### src/rtl/txuart_fifo.sv
`default_nettype none
// ============================================================================
// Module   : txuart_fifo
// Brief    : FIFO-buffered UART transmitter. Bytes enter through a
//            strobe/busy handshake into a circular buffer and are serialized
//            LSB first onto an idle-high TX line, one start bit, eight data
//            bits, one stop bit, with no gap between queued frames.
// Options  : define TXUART_PARITY_EN to insert an even-parity bit between
//            the data bits and the stop bit (11 bit periods per frame).
// Revision : 1.0 - initial release
// ============================================================================
module txuart_fifo #(
  parameter logic [23:0] CLOCKS_PER_BAUD = 24'd1250,
  parameter int unsigned LGFIFO          = 4
) (
  input  logic              i_clk,
  input  logic              i_reset,
  input  logic              i_wr,
  input  logic [7:0]        i_data,
  output logic              o_busy,
  output logic              o_uart_tx,
  output logic [LGFIFO:0]   o_fill,
  output logic              o_idle
);

  localparam int unsigned     c_depth     = 1 << LGFIFO;
  localparam logic [LGFIFO:0] c_full      = (LGFIFO + 1)'(c_depth);
  localparam logic [LGFIFO:0] c_fill_one  = (LGFIFO + 1)'(1);
  localparam logic [LGFIFO-1:0] c_ptr_one = LGFIFO'(1);
  localparam logic [23:0]     c_baud_last = CLOCKS_PER_BAUD - 24'd1;

  typedef enum logic [2:0] {
    S_IDLE   = 3'd0,
    S_START  = 3'd1,
    S_DATA   = 3'd2,
`ifdef TXUART_PARITY_EN
    S_PARITY = 3'd3,
`endif
    S_STOP   = 3'd4
  } state_t;

  // FIFO storage and bookkeeping
  logic [7:0]        mem_q [c_depth];
  logic [LGFIFO-1:0] wr_ptr_q;
  logic [LGFIFO-1:0] rd_ptr_q;
  logic [LGFIFO:0]   fill_q;

  // Serializer registers
  state_t      state_q, state_d;
  logic [23:0] baud_q,  baud_d;
  logic [2:0]  bit_q,   bit_d;
  logic [7:0]  shift_q, shift_d;
  logic        par_q,   par_d;
  logic        tx_q,    tx_d;

  logic        w_accept;
  logic        w_pop;
  logic        w_tick;
  logic        w_have;
  logic [7:0]  w_head;

  // A full FIFO refuses writes even when a pop lands on the same edge.
  assign o_busy   = (fill_q == c_full);
  assign w_accept = i_wr && !o_busy;
  assign w_have   = (fill_q != '0);
  assign w_head   = mem_q[rd_ptr_q];
  assign w_tick   = (baud_q == 24'd0);

  assign o_fill    = fill_q;
  assign o_uart_tx = tx_q;
  assign o_idle    = (state_q == S_IDLE) && (fill_q == '0);

  // Byte storage; contents need no reset since pointers gate every read.
  always_ff @(posedge i_clk) begin
    if (w_accept) begin
      mem_q[wr_ptr_q] <= i_data;
    end
  end

  // Pointer and occupancy update; simultaneous push and pop leave fill alone.
  always_ff @(posedge i_clk or posedge i_reset) begin
    if (i_reset) begin
      wr_ptr_q <= '0;
      rd_ptr_q <= '0;
      fill_q   <= '0;
    end else begin
      if (w_accept) begin
        wr_ptr_q <= wr_ptr_q + c_ptr_one;
      end
      if (w_pop) begin
        rd_ptr_q <= rd_ptr_q + c_ptr_one;
      end
      case ({w_accept, w_pop})
        2'b10:   fill_q <= fill_q + c_fill_one;
        2'b01:   fill_q <= fill_q - c_fill_one;
        default: fill_q <= fill_q;
      endcase
    end
  end

  // Serializer state register; reset abandons any frame and drives the line high.
  always_ff @(posedge i_clk or posedge i_reset) begin
    if (i_reset) begin
      state_q <= S_IDLE;
      baud_q  <= 24'd0;
      bit_q   <= 3'd0;
      shift_q <= 8'd0;
      par_q   <= 1'b0;
      tx_q    <= 1'b1;
    end else begin
      state_q <= state_d;
      baud_q  <= baud_d;
      bit_q   <= bit_d;
      shift_q <= shift_d;
      par_q   <= par_d;
      tx_q    <= tx_d;
    end
  end

  // Next-state logic: bit boundaries fall where the baud counter hits zero.
  always_comb begin
    state_d = state_q;
    baud_d  = baud_q;
    bit_d   = bit_q;
    shift_d = shift_q;
    par_d   = par_q;
    tx_d    = tx_q;
    w_pop   = 1'b0;

    if (state_q != S_IDLE) begin
      baud_d = w_tick ? c_baud_last : (baud_q - 24'd1);
    end

    case (state_q)
      S_IDLE: begin
        tx_d = 1'b1;
        if (w_have) begin
          w_pop   = 1'b1;
          shift_d = w_head;
          par_d   = ^w_head;
          baud_d  = c_baud_last;
          tx_d    = 1'b0;
          state_d = S_START;
        end
      end

      S_START: begin
        if (w_tick) begin
          state_d = S_DATA;
          bit_d   = 3'd0;
          tx_d    = shift_q[0];
        end
      end

      S_DATA: begin
        if (w_tick) begin
          if (bit_q == 3'd7) begin
`ifdef TXUART_PARITY_EN
            state_d = S_PARITY;
            tx_d    = par_q;
`else
            state_d = S_STOP;
            tx_d    = 1'b1;
`endif
          end else begin
            bit_d   = bit_q + 3'd1;
            shift_d = {1'b0, shift_q[7:1]};
            tx_d    = shift_q[1];
          end
        end
      end

`ifdef TXUART_PARITY_EN
      S_PARITY: begin
        if (w_tick) begin
          state_d = S_STOP;
          tx_d    = 1'b1;
        end
      end
`endif

      S_STOP: begin
        if (w_tick) begin
          // Chain straight into the next start bit when data is waiting.
          if (w_have) begin
            w_pop   = 1'b1;
            shift_d = w_head;
            par_d   = ^w_head;
            tx_d    = 1'b0;
            state_d = S_START;
          end else begin
            tx_d    = 1'b1;
            state_d = S_IDLE;
          end
        end
      end

      default: begin
        tx_d    = 1'b1;
        state_d = S_IDLE;
      end
    endcase
  end

endmodule
`default_nettype wire
### config.mk
export PLATFORM = sky130hd
export DESIGN_NAME = txuart_fifo
export DESIGN_NICKNAME = d
export VERILOG_FILES = /design/src/rtl/txuart_fifo.sv
export SDC_FILE = /design/constraint.sdc
export NUM_CORES = 1
export LEC_CHECK = 0
export ABC_AREA = 0
export CAP_MARGIN = 0
export CORE_MARGIN = 5
export CORE_UTILIZATION = 49
export CTS_BUF_LIST = sky130_fd_sc_hd__clkbuf_4 sky130_fd_sc_hd__clkbuf_8
export DETAILED_ROUTE_END_ITERATION = 12
export DONT_BUFFER_PORTS = 1
export SETUP_SLACK_MARGIN = 0.3
export SLEW_MARGIN = 0
export SYNTH_ARGS = -nofsm -noshare
export SYNTH_HDL_FRONTEND = slang
export SYNTH_SLANG_ARGS = --single-unit
### constraint.sdc
create_clock -name i_clk -period 7.9 [get_ports i_clk]
set_clock_uncertainty 0.2 [all_clocks]
set_input_delay 1.58 -clock i_clk [delete_from_list [all_inputs] [get_ports i_clk]]
set_output_delay 1.58 -clock i_clk [all_outputs]
set_load 0.02 [all_outputs]
# == After elaboration in Yosys (flattened, before gate mapping) ==
# Memories as Yosys holds them, arrays and structs flattened.
# Index checks and enable logic that the tools add are counted.
# op_classes
add_sub_neg,6
n_eq_ne,13
n_mux,32
reduce_logical,15
# ops
cell,count
24-bit two-way mux,4
8-bit two-way mux,4
24-bit logical NOT,1
3-bit two-way mux,8
8-bit one-hot mux with 3 select lines,1
24-bit by 1-bit subtractor with 24-bit output (second input constant),1
2-bit != test (second input constant),6
3-bit one-hot mux with 4 select lines,1
1-bit two-way mux,10
5-bit one-hot mux with 2 select lines,1
4-bit by 1-bit adder with 4-bit output (second input constant),2
4-bit AND reduction,2
3-bit == test (second input constant),2
3-bit one-hot mux with 2 select lines,1
3-bit nonzero test,2
5-bit by 1-bit adder with 5-bit output (second input constant),1
5-bit == test (second input constant),1
5-bit logical NOT,1
5-bit AND reduction,1
5-bit nonzero test,1
5-bit by 1-bit subtractor with 5-bit output (second input constant),1
1-bit one-hot mux with 4 select lines,1
2-bit nonzero test,2
3-bit by 1-bit adder with 3-bit output (second input constant),1
other kinds (9),10
# totals
ff_bits,52
ram_bits,128
input_bits,11
output_inout_bits,8
wordCells,75
n_memories,1
# mem_list
memory,depth,width,rd,rd_clocked_by_memory_dff,write_ports,line,rtl
mem_q,16,8,1,0,1,43,logic [7:0] mem_q [c_depth];

# == Logic depth before layout (Yosys ltp) ==
# logic_depth
ltp_word,6
ltp_mapped,15
ltp_nobuf,13

# == Worst setup path before layout ==
# Ideal clock, no wire load.
# synth_timing
path_type,input -> register
start,in i_wr
end,"reg fill_q[4], in the netlist o_fill[4]"
arrival_ns,3.334
required_ns,7.564
slack_ns,4.230
stages,12
path_buffers,2
path_cell_list,and2_1 > clkbuf_1 > inv_1 > ha_1 > clkbuf_1 > xor2_1 > ha_1 > o211ai_1 > a21oi_1 > a31oi_1 > nor2_1 > xor2_1
# synth_between
elab_chain_len,3
# synth_lines
element,line,rtl
"start, declared",18,"input logic i_wr,"
1-bit logical AND (*),64,assign w_accept = i_wr && !o_busy;
2-bit by 1-bit == test with 1-bit output / 2-bit == test (equally long branches),93,"case ({w_accept, w_pop})"
5-bit one-hot mux with 2 select lines / 2-bit nonzero test (equally long branches),--,
"end signal, assigned",94,2'b10: fill_q <= fill_q + c_fill_one;
"end signal, assigned",95,2'b01: fill_q <= fill_q - c_fill_one;
"end signal, assigned",96,default: fill_q <= fill_q;
"end, declared",46,logic [LGFIFO:0] fill_q;
# Mark *: on every way between the ends. The rest lies on a longest branch, timed or not.
# A chain may end at the register's enable or synchronous reset.

# == Worst setup path in the final report ==
# layout_timing
start,"reg fill_q[1], in the netlist o_fill[1]"
end,out o_idle
# layout_between
elab_chain_len,2
# layout_lines
element,line,rtl
5-bit logical NOT,71,assign o_idle = (state_q == S_IDLE) && (fill_q == '0);
1-bit logical AND,71,
"end, declared",23,output logic o_idle
# No other way between the ends.

==> flow_summary.ini <==
[status]
outcome = finished clean

[grt]
antenna_found_initial = 0
grt_pass1_wl_um = 25300
grt_overflow = 0
grt_usage = 0.182
grt_pass1_vias = 4552
grt_max_degree = 53

[clock_tree]
cts-root-buf = clkbuf_8
cts_num_sinks = 180
cts_tree = yes
post_cts_buffers = 0
holdBufCountCts = 0
cts_buffers = 17
cts_buffer_depth = 2
clk_pin_slew_worst_paths_ps = 100
htree_levels = 4
clk_latency_ps = 450
post_cts_resized = 0

[yosys]
synth_edf_count = 128
yosys_warnings = 0
synth_ff_type = edfxtp_1
syn_area_um2 = 7880
netlist_instances = 559
synth.distinct_cells = 62
avgSynthCellArea_um2 = 14.1
synth_async_sr_flop_share = 0.289
ys_seq_area_frac = 0.653
ys_ff_latch = 180
synth_nets = 582

[setup_path]
cp-end-kind = output port
startpoint_type = flip-flop
cp_top_family = simple AND/OR/NAND/NOR gates
r2r_cells = 13
slowest_stage = or4_1
cp_num_cells = 4
crit_fanout = 22
critPathBufInv = 1
arrival_ps = 2880
crit_chain = or4_1, nor2_1, nand2_1, inv_1
required_ps = 6120
cpPeakStageDelay_ps = 630
critical_path_class = flip-flop to output port

[sta]
rsz0062_at_grt = no
finalCritPeriodShare = 0.589
period_needed_ps = 4660
max_freq_ghz = 0.215
tightest_slew_ps = 909
fin_tns_setup_ps = 0
slew_viol_final = 0
hold-worst-slack_ps = 295
worst_slack_ps = 3240
max_slew_margin = 0.391
setup-violations-final = 0
final-hold-violation-count = 0

[layout]
final_nets = 581
diodes = 0
fillers = 1300
drive_gt1_frac = 0.142
multi_input_area_um2 = 2570
final_common_cell = edfxtp_1
seq_area_um2 = 5150
area_delta_synth_final_pct = 7.96
mostFrequentLayoutCells = edfxtp_1, dfrtp_1, nor2_1

[floorplanning]
core_um2 = 15800
die_x_um = 137
fp.dieH_um = 137
io_pins = 19
die-area_um2 = 18700
start_util = 0.498
rows = 46

[drt]
initialDrtViolationCount = 395
vias_per_cell = 5.90
drc_errors = 0
first_pass_iters = 5
detail_route.wl_per_cell_um = 20.1
wl_um = 15900
num_vias = 4640
ant_nets = 0

[power_and_ir_drop]
p_per_area_nw_per_um2 = 299
p_leak_nw = 3.02
irDropWorstVdd_mv = 0.170
total_power_mw = 2.54

[place]
port_buffers = 0
routabilityCongestion = 0.823
dp_slack_ps = 3720
dpl.hpwl_um = 10200

[run]
maxCapViolCount = 0

[min_path]
hold_path_depth = 1
hp-class = flip-flop to flip-flop
[cells in the mapped netlist, types with 7 or more instances]
cell type | number | area share
a31oi_1 | 15 | 0.012
inv_1 | 13 | 0.0062
edfxtp_1 | 128 | 0.49
nor2_1 | 38 | 0.018
a22oi_1 | 9 | 0.0086
nor3_1 | 18 | 0.011
clkbuf_1 | 16 | 0.0076
o21ai_0 | 14 | 0.0089
mux4_2 | 20 | 0.057
dfrtp_1 | 51 | 0.16
nand2_1 | 37 | 0.018
o21ai_1 | 10 | 0.0064
xnor2_1 | 7 | 0.0078
a21oi_1 | 27 | 0.017
ha_1 | 12 | 0.019
mux2_2 | 8 | 0.011
a22o_1 | 7 | 0.0078
nand2b_1 | 8 | 0.0064
mux2i_1 | 20 | 0.025
o22ai_1 | 8 | 0.0064
[state kept, by name, indices dropped and copies added, names as in the netlist]
| register | cells |
|---|---|
| mem_q | 128 |
| o_uart_tx | 1 |
| rd_ptr_q | 4 |
| wr_ptr_q | 4 |
| o_fill | 5 |
| shift_q | 8 |
| state_q | 3 |
| bit_q | 3 |
| baud_q | 24 |
[final cells by class]
cell class / instances / share of cell area
flip-flops and latches: 180 / 0.605
multi-input cells: 338 / 0.302
well taps: 216 / 0.0318
clock buffers: 18 / 0.0284
clock inverters: 14 / 0.0199
repair buffers: 8 / 0.00706
inverters: 13 / 0.00574
[worst register-to-register path, delay by kind of cell, from the launching register on]
kind                       cells  cell delay (ps)
AOI/OAI and AO/OA              4             1040
xor gates and xnor gates       2              340
adders and majority gates      3              840
buffers and inverters          1               70
DFF                            1              420
and+or+nand+nor                3              680
[stage by stage]
| stage | std cells | utilization | area [µm²] |
|---|---|---|---|
| floorplan | 559 | - | 7880 |
| global placement | 755 | 0.511 | 8090 |
| detailed placement | 755 | 0.511 | 8090 |
| CTS | 787 | 0.537 | 8500 |
| global route | 787 | 0.537 | 8500 |
| finish | 787 | 0.537 | 8500 |
[worst paths after layout]
check / startpoint / to / slack, ps
max: o_fill[1] / o_idle / 3240
min: baud_q[15] / baud_q[15] / 290
max reg2reg: baud_q[0] / o_fill[4] / 4200
min reg2reg: baud_q[15] / baud_q[15] / 290
max in group asynchronous: i_reset / rd_ptr_q[1] / 6040
min in group asynchronous: i_reset / o_fill[2] / 980
[cell families after synthesis]
kind of cell / after synthesis / share of synthesized area
mux: 51 / 0.0988
compound gates: 120 / 0.102
buf+inv: 41 / 0.0208
xor+xnor: 13 / 0.0145
simple gates: 142 / 0.0917
fa+ha+maj: 12 / 0.0191
flops: 180 / 0.653
[power breakdown]
part	leakage, nW	switching, mW	internal, mW
clock	0.205	0.347	0.295
sequential	1.81	0.135	1.15
combinational	1.01	0.338	0.273
[layer usage]
metal,wire length [µm],up-vias,share of wire,global-route usage
li1,-,2156,-,-
met1,6900,2374,0.44,0.244
met2,8180,96,0.52,0.303
met3,600,14,0.038,0.0471
met4,172,0,0.011,0.0421
met5,0,-,0,0
No activity file was read; power rests on OpenSTA's default activity.
